<file path="src/rtl/vga_timing_core.sv">
// VGA raster timing generator: IDLE/RUN/DRAIN scan control, pixel/line counters,
// undelayed pixel coordinates and sync/blank outputs delayed to match the colour pipeline.
module vga_timing_core #(
  parameter int unsigned H_ACT    = 32'd640,
  parameter int unsigned H_FRONT  = 32'd16,
  parameter int unsigned H_SYNC   = 32'd96,
  parameter int unsigned H_BACK   = 32'd48,
  parameter int unsigned V_ACT    = 32'd480,
  parameter int unsigned V_FRONT  = 32'd10,
  parameter int unsigned V_SYNC   = 32'd2,
  parameter int unsigned V_BACK   = 32'd33,
  parameter bit          HS_POL   = 1'b0,
  parameter bit          VS_POL   = 1'b0,
  parameter int unsigned PIPE_DLY = 32'd2,
  parameter int unsigned FRAME_W  = 32'd16
) (
  input  logic               i_clk,
  input  logic               i_rst,
  input  logic               i_start,
  input  logic               i_stop,
  output logic               o_VGA_HS,
  output logic               o_VGA_VS,
  output logic               o_VGA_blank,
  output logic [9:0]         o_x,
  output logic [9:0]         o_y,
  output logic               o_de,
  output logic               o_line_start,
  output logic               o_frame_start,
  output logic [FRAME_W-1:0] o_frame_cnt,
  output logic               o_running
);

  localparam int unsigned H_TOTAL = H_ACT + H_FRONT + H_SYNC + H_BACK;
  localparam int unsigned V_TOTAL = V_ACT + V_FRONT + V_SYNC + V_BACK;
  localparam int unsigned H_START = H_SYNC + H_BACK;
  localparam int unsigned V_START = V_SYNC + V_BACK;
  localparam int unsigned H_END   = H_START + H_ACT;
  localparam int unsigned V_END   = V_START + V_ACT;
  localparam int unsigned HW      = (H_TOTAL > 32'd1) ? $clog2(H_TOTAL) : 32'd1;
  localparam int unsigned VW      = (V_TOTAL > 32'd1) ? $clog2(V_TOTAL) : 32'd1;
  localparam logic [HW-1:0] H_LAST = HW'(H_TOTAL - 32'd1);
  localparam logic [VW-1:0] V_LAST = VW'(V_TOTAL - 32'd1);

  typedef enum logic [1:0] {
    ST_IDLE  = 2'd0,
    ST_RUN   = 2'd1,
    ST_DRAIN = 2'd2
  } state_e;

  state_e               state_r;
  state_e               next_state_s;
  logic                 cnt_en_s;
  logic                 frame_end_s;
  logic [HW-1:0]        h_cnt_r;
  logic [VW-1:0]        v_cnt_r;
  logic [31:0]          h_ext_s;
  logic [31:0]          v_ext_s;
  logic                 active_s;
  logic                 hs_on_s;
  logic                 vs_on_s;
  logic                 line_start_s;
  logic                 de_r;
  logic [9:0]           x_r;
  logic [9:0]           y_r;
  logic                 line_start_r;
  logic                 frame_start_r;
  logic [FRAME_W-1:0]   frame_cnt_r;
  logic                 running_r;
  logic [PIPE_DLY:0]    hs_pipe_r;
  logic [PIPE_DLY:0]    vs_pipe_r;
  logic [PIPE_DLY:0]    blank_pipe_r;

  // State register
  always_ff @(posedge i_clk) begin
    if (i_rst) begin
      state_r <= ST_IDLE;
    end else begin
      state_r <= next_state_s;
    end
  end

  // Next-state logic; start beats stop in IDLE, a drain always finishes the frame
  always_comb begin
    next_state_s = state_r;
    case (state_r)
      ST_IDLE:  if (i_start) next_state_s = ST_RUN;   else next_state_s = ST_IDLE;
      ST_RUN:   if (i_stop)  next_state_s = ST_DRAIN; else next_state_s = ST_RUN;
      ST_DRAIN: if (frame_end_s) next_state_s = ST_IDLE; else next_state_s = ST_DRAIN;
      default:  next_state_s = ST_IDLE;
    endcase
  end

  // FSM outputs
  always_comb begin
    cnt_en_s = 1'b0;
    case (state_r)
      ST_IDLE:  cnt_en_s = 1'b0;
      ST_RUN:   cnt_en_s = 1'b1;
      ST_DRAIN: cnt_en_s = 1'b1;
      default:  cnt_en_s = 1'b0;
    endcase
  end

  // Raster counters, held at the origin whenever the scan is not running
  always_ff @(posedge i_clk) begin
    if (i_rst || !cnt_en_s) begin
      h_cnt_r <= '0;
      v_cnt_r <= '0;
    end else if (h_cnt_r == H_LAST) begin
      h_cnt_r <= '0;
      v_cnt_r <= (v_cnt_r == V_LAST) ? '0 : v_cnt_r + VW'(1);
    end else begin
      h_cnt_r <= h_cnt_r + HW'(1);
    end
  end

  // Region decode of the current counter state
  always_comb begin
    h_ext_s      = 32'(h_cnt_r);
    v_ext_s      = 32'(v_cnt_r);
    frame_end_s  = (h_cnt_r == H_LAST) && (v_cnt_r == V_LAST);
    active_s     = cnt_en_s && (h_ext_s >= H_START) && (h_ext_s < H_END)
                   && (v_ext_s >= V_START) && (v_ext_s < V_END);
    hs_on_s      = cnt_en_s && (h_ext_s < H_SYNC);
    vs_on_s      = cnt_en_s && (v_ext_s < V_SYNC);
    line_start_s = active_s && (h_ext_s == H_START);
  end

  // Undelayed pixel-stage registers and scan status
  always_ff @(posedge i_clk) begin
    if (i_rst) begin
      de_r          <= 1'b0;
      x_r           <= 10'd0;
      y_r           <= 10'd0;
      line_start_r  <= 1'b0;
      frame_start_r <= 1'b0;
      frame_cnt_r   <= '0;
      running_r     <= 1'b0;
    end else begin
      de_r          <= active_s;
      x_r           <= active_s ? 10'(h_ext_s - H_START) : 10'd0;
      y_r           <= active_s ? 10'(v_ext_s - V_START) : 10'd0;
      line_start_r  <= line_start_s;
      frame_start_r <= line_start_s && (v_ext_s == V_START);
      running_r     <= (next_state_s != ST_IDLE);
      if (cnt_en_s && frame_end_s) begin
        frame_cnt_r <= frame_cnt_r + FRAME_W'(1);
      end
    end
  end

  // Sync/blank delay line; stage 0 lines up with o_de, reset flushes to idle levels
  always_ff @(posedge i_clk) begin
    if (i_rst) begin
      hs_pipe_r    <= {(PIPE_DLY + 1){~HS_POL}};
      vs_pipe_r    <= {(PIPE_DLY + 1){~VS_POL}};
      blank_pipe_r <= '0;
    end else begin
      hs_pipe_r[0]    <= hs_on_s ? HS_POL : ~HS_POL;
      vs_pipe_r[0]    <= vs_on_s ? VS_POL : ~VS_POL;
      blank_pipe_r[0] <= active_s;
      for (int i = 1; i <= int'(PIPE_DLY); i++) begin
        hs_pipe_r[i]    <= hs_pipe_r[i-1];
        vs_pipe_r[i]    <= vs_pipe_r[i-1];
        blank_pipe_r[i] <= blank_pipe_r[i-1];
      end
    end
  end

  assign o_VGA_HS      = hs_pipe_r[PIPE_DLY];
  assign o_VGA_VS      = vs_pipe_r[PIPE_DLY];
  assign o_VGA_blank   = blank_pipe_r[PIPE_DLY];
  assign o_x           = x_r;
  assign o_y           = y_r;
  assign o_de          = de_r;
  assign o_line_start  = line_start_r;
  assign o_frame_start = frame_start_r;
  assign o_frame_cnt   = frame_cnt_r;
  assign o_running     = running_r;

endmodule
</file>
<file path="config.mk">
export PLATFORM = sky130hd
export DESIGN_NAME = vga_timing_core
export DESIGN_NICKNAME = d
export VERILOG_FILES = /design/src/rtl/vga_timing_core.sv
export SDC_FILE = /design/constraint.sdc
export NUM_CORES = 1
export LEC_CHECK = 0
export BUFFER_PORTS_ARGS = -buffer_cell sky130_fd_sc_hd__buf_2
export CAP_MARGIN = 25
export CORE_MARGIN = 2
export CORE_UTILIZATION = 55
export CTS_CLUSTER_SIZE = 10
export DETAILED_ROUTE_END_ITERATION = 8
export HOLD_SLACK_MARGIN = 0.08
export PLACE_DENSITY = 0.77
export SKIP_LAST_GASP = 1
export SLEW_MARGIN = 40
export SYNTH_ARGS = -nofsm -noshare
export SYNTH_HDL_FRONTEND = slang
export SYNTH_SLANG_ARGS = --single-unit
</file>
<file path="constraint.sdc">
create_clock -name i_clk -period 2.8 [get_ports i_clk]
set_input_delay 0 -clock i_clk [delete_from_list [all_inputs] [get_ports i_clk]]
set_output_delay 0 -clock i_clk [all_outputs]
set_load 0.05 [all_outputs]
</file>
==> results by group <==
Die
  – Die H: 79.6 microns
  – Rows: 27
  – Starting Density: 0.571
  – Die area: 6340 sq um
  – Die width: 79.6 microns
  – I/O pins: 47
  – CORE AREA: 5510 sq um

Setup path
  – Worst Path Required: 3.07 ns
  – Critical path type: register to register
  – Crit end category: register
  – Crit path max fanout: 7
  – Critical Path AT: 2.71 ns
  – R2R Setup Slk: 0.36 ns
  – Critical Path Source Type: register

Route
  – Post-route ant nets: 0
  – DRT Pass-1 Iters: 4
  – DR vias/cell: 5.75
  – DRC viols: 0
  – Vias: 2708
  – Starting DRT DRC Count: 169
  – Total wire length: 7.05 mm
  – DR WL/cell: 15.0 microns

STA
  – F_max: 410 MHz
  – Final-report setup violation count: 0
  – Slew HR: 0.667
  – RSZ-0062 raised after global routing: no
  – Slew Limit Fails: 0
  – Final worst-path cycle share: 0.872
  – Post-route clock skew: 0.00542 ns
  – Minimum clock period: 2.44 ns
  – Final TNS setup: 0 ns
  – Final hold violations: 0
  – Slew @ Worst Pin: 0.500 ns
  – Setup WS post-layout: 0.360 ns

Power and ir drop
  – PD cells: 579 nW/um^2
  – Lkg Pwr: 1.41 nW
  – Max VDD drop: 0.283 mV
  – Total Power: 2.15 mW

GRT
  – Vias in the first global route: 2659
  – Met1 global-route usage: 0.297
  – Largest net degree at the start of global routing: 31
  – Routing usage on met2: 0.384
  – M3 GR Usage: 0.0475
  – First-pass GRT wire length: 11.9 mm
  – Initial antenna violation count: 0
  – GRT busiest layer: met2
  – GRT overflow: 0
  – All-Layer GR Usage: 0.236

Clock tree
  – Setup Buffers After CTS: 0
  – # clock sinks: 70
  – Clk root buf: clkbuf_8
  – Bufs on Longest Clock Path: 2
  – TritonCTS Buffers: 9
  – Cts hold-fix bufs: 2
  – CTS clk-pin slew, worst paths: 0.07 ns
  – CTS resizes: 0
  – Depth of the CTS H-tree: 3
  – CTS tree: yes
  – Clk Latency, worst-skew pair: 0.34 ns

Yosys
  – Register area share after synthesis: 0.446
  – Number of flops mapped to enable cells by yosys: 0
  – Area leader, netlist: dfxtp_1
  – Post-synth top area share: 0.446
  – Cell variety after synth: 44
  – FF+latch count, synth: 70
  – Syn nets: 365
  – Synth Warn #: 0
  – Gate Count Post-Synth: 349
  – Count leader, synth: dfxtp_1
  – Avg Inst Size Synth: 9.01 sq um
  – Asr flop ratio synth: 0
  – Cells taking the most area after synthesis: dfxtp_1 (45%), ha_1 (4.8%), xnor2_1 (4.7%), a21oi_1 (3.8%), nor3_1 (3.7%)
  – Synth top cells by count: dfxtp_1 (70), a21oi_1 (24), nor3_1 (23), nor2_1 (21), nand2_1 (20)
  – Mapped Area: 3140 sq um
  – Most used DFF post-synth: dfxtp_1

Place
  – Port Buffer Count: 46
  – Placed Cells: 453
  – Placer Congestion: 0.874
  – Post-DP HPWL: 4.92 mm
  – Dpl ws: 0.399 ns

Cells and area
  – Non-Filler Instances: 471
  – Share of post-route cells with drive strength above 1: 0.208
  – Total Nets Final: 410
  – Antenna fix cells: 0
  – Area grow syn2layout: 18.1%

Job
  – Max Cap Violations: 0

Status
  – Outcome: finished clean

Hold path
  – HP Class: input pin to register
[metrics by stage]
step	utilization	area [sq um]	hold WS [ns]
2_1_floorplan	-	3140	0.154
3_3_place_gp	0.622	3420	0.292
3_5_place_dp	0.622	3420	0.291
4_1_cts	0.675	3710	0.112
5_1_grt	0.675	3710	0.128
6_report	0.675	3710	0.115
[worst max-delay path, stage by stage, from the launching register on]
cell	delay, ns
dfxtp_1	0.38
inv_1	0.08
ha_1	0.40
and3_1	0.27
or4b_1	0.58
or4_1	0.51
a21oi_1	0.15
[area by class of cell]
cell class,count,area (sq um)
Tap cell,72,90.1
Clock buffer,10,138
Timing Repair Buffer,56,310
Multi-Input combinational cell,241,1580
Sequential cell,70,1400
Fill cell,438,1790
Clock inverter,6,133
Inverter,16,60.1
[where the power goes]
group | total (mW) | switching [mW] | internal, mW
Sequential | 1.01 | 0.00493 | 1.01
Combinational | 0.0617 | 0.0415 | 0.0202
Clock | 1.08 | 0.376 | 0.704
[layer usage]
metal,up-vias,wire length (microns)
met3,21,390
met4,0,167
li1,1349,-
met5,-,0
met2,84,3310
met1,1254,3180
[state kept, by name, summed over array words and instances (netlist names)]
register	flops
o_frame_cnt	16
hs_pipe_r	3
vs_pipe_r	3
blank_pipe_r	3
o_y	10
o_frame_start	1
h_cnt_r	10
v_cnt_r	10
o_running	1
o_line_start	1
state_r	2
o_x	10
[placed cells by master (no fill, tap or decap), types with 4 or more instances in the layout]
cell type	synthesis	routed
bufinv_16	0	4
or4_1	11	11
a21oi_1	24	24
nor3b_1	5	4
ha_1	12	12
o21ai_0	9	9
nand2_1	20	20
xor2_1	5	5
xnor2_1	17	17
buf_2	1	46
nor2b_1	5	5
buf_4	0	8
inv_1	16	16
a211oi_1	4	4
nor3_1	23	23
and3_1	5	5
nand3_1	11	11
nand4_1	10	10
nor2_1	21	21
o31ai_1	10	10
dfxtp_1	70	70
clkbuf_8	0	10
or2_2	4	4
nor4_1	7	7
or3_1	7	7
[final timing paths]
| check | end | depth (start not counted) | from |
|---|---|---|---|
| max | o_frame_cnt[11] | 6 | state_r[1] |
| min | blank_pipe_r[1] | 2 | i_rst |
| max reg2reg | o_frame_cnt[11] | 6 | state_r[1] |
| min reg2reg | hs_pipe_r[2] | 1 | hs_pipe_r[1] |
[cell families (layout without fill, tap and decap cells)]
| kind of cell | after synthesis | in the layout | synth area share |
|---|---|---|---|
| simple gates | 147 | 147 | 0.267 |
| xor+xnor | 22 | 22 | 0.0613 |
| fa+ha+maj | 12 | 12 | 0.0478 |
| compound gates | 57 | 57 | 0.115 |
| flops | 70 | 70 | 0.446 |
| buf+inv | 38 | 88 | 0.0529 |
| mux | 3 | 3 | 0.0107 |
No activity file was read; power rests on OpenSTA's default activity.
